===== src/rtl/sub_pkg.sv =====
// Shared state encodings, FSM type and counter-width helper for digit_serial_sub.
// The optional SUB_OVF_EN macro adds the signed-overflow output.
package sub_pkg;

  localparam logic [1:0] ST_IDLE = 2'd0;
  localparam logic [1:0] ST_BUSY = 2'd1;
  localparam logic [1:0] ST_DONE = 2'd2;

  typedef enum logic [1:0] {
    IDLE = ST_IDLE,
    BUSY = ST_BUSY,
    DONE = ST_DONE
  } sub_state_t;

  function automatic int cnt_width(input int ndig);
    if (ndig > 1) begin
      return $clog2(ndig);
    end else begin
      return 1;
    end
  endfunction

endpackage


===== src/rtl/digit_serial_sub_fs_chain.sv =====
// Combinational ripple of DIGIT full-subtractor cells, LSB cell first.
// With SUB_OVF_EN the borrow entering the top cell is exported for overflow detection.
module fs_chain #(
  parameter int DIGIT = 2
) (
  input  logic [DIGIT-1:0] x,
  input  logic [DIGIT-1:0] y,
  input  logic             bi,
  output logic [DIGIT-1:0] d,
  output logic             bo
`ifdef SUB_OVF_EN
  ,
  output logic             bmsb_in
`endif
);

  // Borrow ripples from cell 0 upward
  always_comb begin : chain
    logic [DIGIT:0] br;
    br    = '0;
    br[0] = bi;
    d     = '0;
    for (int i = 0; i < DIGIT; i++) begin
      d[i]    = x[i] ^ y[i] ^ br[i];
      br[i+1] = (~x[i] & y[i]) | (~(x[i] ^ y[i]) & br[i]);
    end
    bo = br[DIGIT];
`ifdef SUB_OVF_EN
    bmsb_in = br[DIGIT-1];
`endif
  end

endmodule


===== src/rtl/digit_serial_sub.sv =====
// Digit-serial subtractor: diff = a - b - bin, DIGIT bits per clock, valid/ready on both sides.
// Define SUB_OVF_EN to add the two's-complement overflow output ovf.
module digit_serial_sub
  import sub_pkg::*;
#(
  parameter int WIDTH = 8,
  parameter int DIGIT = 2
) (
  input  logic             clk,
  input  logic             rst_n,
  input  logic             in_valid,
  output logic             in_ready,
  input  logic [WIDTH-1:0] a,
  input  logic [WIDTH-1:0] b,
  input  logic             bin,
  output logic             out_valid,
  input  logic             out_ready,
  output logic [WIDTH-1:0] diff,
  output logic             bout
`ifdef SUB_OVF_EN
  ,
  output logic             ovf
`endif
);

  localparam int NDIG = WIDTH / DIGIT;
  localparam int CW = cnt_width(NDIG);
  localparam logic [CW-1:0] LAST = CW'(NDIG - 1);

  sub_state_t       state_q, state_d;
  logic [CW-1:0]    cnt_q, cnt_d;
  logic [WIDTH-1:0] a_sh_q, a_sh_d, b_sh_q, b_sh_d, diff_sh_q, diff_sh_d;
  logic [WIDTH-1:0] diff_q, diff_d;
  logic             brw_q, brw_d, bout_q, bout_d;
  logic [DIGIT-1:0] dig_s;
  logic             bo_s, last_s;
  logic [WIDTH+DIGIT-1:0] cat_s;

  assign last_s = (cnt_q == LAST);
  // New digit enters at the top so the first (least significant) digit ends lowest
  assign cat_s  = {dig_s, diff_sh_q};

`ifdef SUB_OVF_EN
  logic ovf_q, ovf_d, bmsb_s;
`endif

  fs_chain #(.DIGIT(DIGIT)) u_chain (
    .x  (a_sh_q[DIGIT-1:0]),
    .y  (b_sh_q[DIGIT-1:0]),
    .bi (brw_q),
    .d  (dig_s),
    .bo (bo_s)
`ifdef SUB_OVF_EN
    ,
    .bmsb_in (bmsb_s)
`endif
  );

  // FSM state register
  always_ff @(posedge clk or negedge rst_n) begin
    if (!rst_n) begin
      state_q <= IDLE;
    end else begin
      state_q <= state_d;
    end
  end

  // FSM next-state logic
  always_comb begin
    state_d = state_q;
    case (state_q)
      IDLE: if (in_valid) state_d = BUSY; else state_d = IDLE;
      BUSY: if (last_s) state_d = DONE; else state_d = BUSY;
      DONE: if (out_ready) state_d = IDLE; else state_d = DONE;
      default: state_d = IDLE;
    endcase
  end

  // FSM outputs decoded from the state register
  always_comb begin
    in_ready  = (state_q == IDLE);
    out_valid = (state_q == DONE);
  end

  // Datapath next-state: load, shift one digit, capture result on the last digit
  always_comb begin
    a_sh_d    = a_sh_q;
    b_sh_d    = b_sh_q;
    diff_sh_d = diff_sh_q;
    brw_d     = brw_q;
    cnt_d     = cnt_q;
    diff_d    = diff_q;
    bout_d    = bout_q;
`ifdef SUB_OVF_EN
    ovf_d     = ovf_q;
`endif
    if ((state_q == IDLE) && in_valid) begin
      a_sh_d = a;
      b_sh_d = b;
      brw_d  = bin;
      cnt_d  = '0;
    end else if (state_q == BUSY) begin
      a_sh_d    = a_sh_q >> DIGIT;
      b_sh_d    = b_sh_q >> DIGIT;
      diff_sh_d = cat_s[WIDTH+DIGIT-1:DIGIT];
      brw_d     = bo_s;
      if (last_s) begin
        cnt_d  = '0;
        diff_d = cat_s[WIDTH+DIGIT-1:DIGIT];
        bout_d = bo_s;
`ifdef SUB_OVF_EN
        ovf_d  = bmsb_s ^ bo_s;
`endif
      end else begin
        cnt_d = cnt_q + CW'(1);
      end
    end else begin
      cnt_d = cnt_q;
    end
  end

  // Datapath and result registers
  always_ff @(posedge clk or negedge rst_n) begin
    if (!rst_n) begin
      a_sh_q    <= '0;
      b_sh_q    <= '0;
      diff_sh_q <= '0;
      brw_q     <= 1'b0;
      cnt_q     <= '0;
      diff_q    <= '0;
      bout_q    <= 1'b0;
`ifdef SUB_OVF_EN
      ovf_q     <= 1'b0;
`endif
    end else begin
      a_sh_q    <= a_sh_d;
      b_sh_q    <= b_sh_d;
      diff_sh_q <= diff_sh_d;
      brw_q     <= brw_d;
      cnt_q     <= cnt_d;
      diff_q    <= diff_d;
      bout_q    <= bout_d;
`ifdef SUB_OVF_EN
      ovf_q     <= ovf_d;
`endif
    end
  end

  assign diff = diff_q;
  assign bout = bout_q;
`ifdef SUB_OVF_EN
  assign ovf  = ovf_q;
`endif

endmodule


===== config.mk =====
export PLATFORM = sky130hd
export DESIGN_NAME = digit_serial_sub
export DESIGN_NICKNAME = d
export VERILOG_FILES = /design/src/rtl/sub_pkg.sv /design/src/rtl/digit_serial_sub_fs_chain.sv /design/src/rtl/digit_serial_sub.sv
export SDC_FILE = /design/constraint.sdc
export NUM_CORES = 1
export LEC_CHECK = 0
export BUFFER_PORTS_ARGS = -buffer_cell sky130_fd_sc_hd__buf_4
export CELL_PAD_IN_SITES_DETAIL_PLACEMENT = 1
export CELL_PAD_IN_SITES_GLOBAL_PLACEMENT = 2
export CORE_UTILIZATION = 40
export CTS_BUF_LIST = sky130_fd_sc_hd__clkbuf_2 sky130_fd_sc_hd__clkbuf_4 sky130_fd_sc_hd__clkbuf_8
export CTS_CLUSTER_SIZE = 20
export DETAILED_ROUTE_END_ITERATION = 6
export PLACE_DENSITY = 0.84
export SYNTH_ARGS = -nofsm -noshare
export SYNTH_HDL_FRONTEND = slang
export SYNTH_SLANG_ARGS = --single-unit

===== constraint.sdc =====
create_clock -name clk -period 4.1 [get_ports clk]
set_input_delay 0.205 -clock clk [delete_from_list [all_inputs] [get_ports clk]]
set_output_delay 0.205 -clock clk [all_outputs]
set_load 0.03 [all_outputs]

==> summary.txt <==
Post-synthesis sequential area ratio: 0.5373
Setup Skew: 0.005095 ns
Starting density of the core: 0.4191
YS warnings: 0
Crit path arrival time: 1.61 ns
Row cnt: 23
Initial antenna violation count: 0
Die width: 66.74 um
Syn_area_per_cell: 11.48 um^2
Port bufs: 31
Number of inserted diodes: 0
Min-delay src: out_ready
Wirelength per Cell: 16.57 um
Gate Count Post-Synth: 146
Setup TNS: 0 ns
Leading cell type in the layout, fill and taps excluded: dfrtp_1
GRT Total Usage: 0.2015
First-pass GRT wire length: 6368 um
Synthesized flop and latch total: 36
Syn_nets: 170
H-tree depth: 2
Post-Syn Area: 0.001677 mm^2
CP endpoint kind: output port
Core ar.: 0.004000 mm^2
R2r startpoint: state_q[1]
Tightest Pin Transition: 0.8554 ns
Clock Path Buffers: 2
Clock Sinks: 36
Root buf cell: clkbuf_8
Finish-stage setup viols: 0
Lkg Pwr: 0.0009983 uW
Final count of hold timing violations: 0
Post-CTS Setup Inserts: 0
CTS Buf Count: 5
HP Class: in2reg
Final nets: 200
Max incr delay on CP: 0.90 ns
RD Place Congestion: 0.7282
Nature of the critical path startpoint: register
Power per cell area: 860.9 mW/mm^2
Tmin final: 1.811 ns
Outcome: complete, no violations
Clock-pin slew on the worst setup and hold paths: 0.07 ns
FMAX: 552.2 MHz
Final wirelength: 3762 um
Clock latency on the worst-skew pair: 0.29 ns
Crit path max fanout: 30
DIE AREA: 0.004454 mm^2
Placed Cells: 218
Router iterations before antenna repair: 4
RSZ-0062 raised after global routing: false
Worst-path cell chain: nand2b_1 > inv_1 > buf_4
Total gr overflow: 0
CTS tree: done
Critical Path Start: state_q[1]
Drt drc: 0
Final std cells w/o fill: 227
Max_cap viols: 0
Fin. max-slew vios: 0
Largest net degree at the start of global routing: 37
CP max-delay cell: dfrtp_1
Relative slew slack: 0.4297
Period utilization: 0.4417
Crit Path Category: reg2out
Drt via density: 5.286
Maximum vdd drop: 337.0 uV
Dpl hpwl: 2648 um
Area added between synthesis and finish: 21.57%
Vias in the first global route: 1272
Count of unique library cells instantiated by Yosys: 34
Proportion of layout cells with a drive suffix above 1: 0.2994
Vias: 1200
Remaining antenna violation count: 0
Crit path required time: 3.89 ns
Iteration-0 DRC Markers: 60
Most frequent cells in the layout: dfrtp_1, buf_4, nand2_1
Cell area after placement: 0.001902 mm^2
Die height: 66.74 um
IO Pins: 32
Finished Cell Area: 0.002038 mm^2
==> path summary, 6_finish.rpt <==
path / endpoint / slack, ns / cells after the start
worst max-delay path: out_valid / 2.29 / 3
worst min-delay path: state_q[1] / 0.10 / 2
worst max register to register: b_sh_q[1] / 2.33 / 2
worst min register to register: a_sh_q[6] / 0.49 / 1
max in group asynchronous: b_sh_q[0] / 3.35 / 2
min in group asynchronous: diff[0] / 0.42 / 2
==> state kept, by name, indices dropped and copies added (netlist names) <==
name	flops
a_sh_q	8
b_sh_q	8
bout	1
brw_q	1
cnt_q	2
diff	8
diff_sh_q	6
state_q	2
==> cells by family after synthesis <==
| logic type | share of synthesized area |
|---|---|
| buffers and inverters | 0.05970 |
| flip-flops | 0.5373 |
| multiplexers | 0.04702 |
| AND/OR/NAND/NOR | 0.1597 |
| AO/OA/AOI/OAI | 0.1649 |
| adder cells (fa/ha/maj) | 0.03134 |
==> per-stage QoR <==
stage	power [uW]	hold slack, ns	setup slack, ns	utilization
finish	1755	0.1022	2.289	0.5095
global route	1897	0.09462	2.096	0.5095
CTS	1785	0.09421	2.260	0.5095
detailed placement	1438	0.2011	2.305	0.4754
global placement	1388	0.1857	2.375	0.4754
floorplan	1231	-0.09059	2.446	-
==> power breakdown <==
| part | switching (uW) | internal, uW |
|---|---|---|
| sequential | 150 | 524 |
| combinational | 400 | 337 |
| clock | 128 | 215 |
==> cell usage after synthesis <==
cell type  count  area (um^2)
o31ai_1        1        7.510
nor3b_1        4        30.03
nand3b_4       1        20.02
o21ai_1        1        5.000
a2bb2oi_1      4        35.03
and2b_1        1        7.510
fa_1           2        40.04
o21ai_0        6        30.03
mux2_2         7        78.83
a221oi_1       1        8.760
nor2_2         1        6.260
nor4bb_1       1        10.01
a21o_1         1        7.510
nand2_1       24        90.09
o22a_1         4        35.03
nand2b_1       5        31.28
inv_1          8        30.03
nor2b_1        1        6.260
a22oi_1        2        15.01
a22o_1         4        35.03
nand3_1        2        10.01
nand2b_2       1        8.760
a21oi_1        1        5.000
a221oi_2       3        45.04
nand3b_1       2        15.01
buf_6          4        45.04
ha_1           1        12.51
o21bai_4       1        18.77
dfrtp_1       36        900.9
and2_1         1        6.260
a221o_1        2        20.02
nor2_1         7        26.28
buf_2          5        25.02
a211o_1        1        8.760
==> metal layers <==
layer	part of all wire	up-vias	global-route usage
li1	-	566	-
met1	0.42	600	0.2348
met2	0.52	28	0.3472
met3	0.041	6	0.04966
met4	0.018	0	0.08777
met5	0	-	0
==> cell type report <==
type | instances | area [um^2]
Fill cell | 444 | 1962
Sequential cell | 36 | 900.9
Multi-Input combinational cell | 93 | 675.6
Timing Repair Buffer | 32 | 242.7
Clock buffer | 7 | 96.34
Tap cell | 50 | 62.56
Clock inverter | 1 | 30.03
Inverter | 8 | 30.03
==> critical path: cells and delay by family (launching register included) <==
family	cells	cell delay [ns]
flops	1	0.90
buf+inv	2	0.25
simple gates	1	0.17
==> what timing repair did <==
action                                  4_1_cts  5_1_grt
endpoints found under the hold margin        36        0
hold buffers                                  1        0
gates resized for setup                       0        0
endpoints found under the setup margin        0        0
Power figures use the tool's default switching activity.
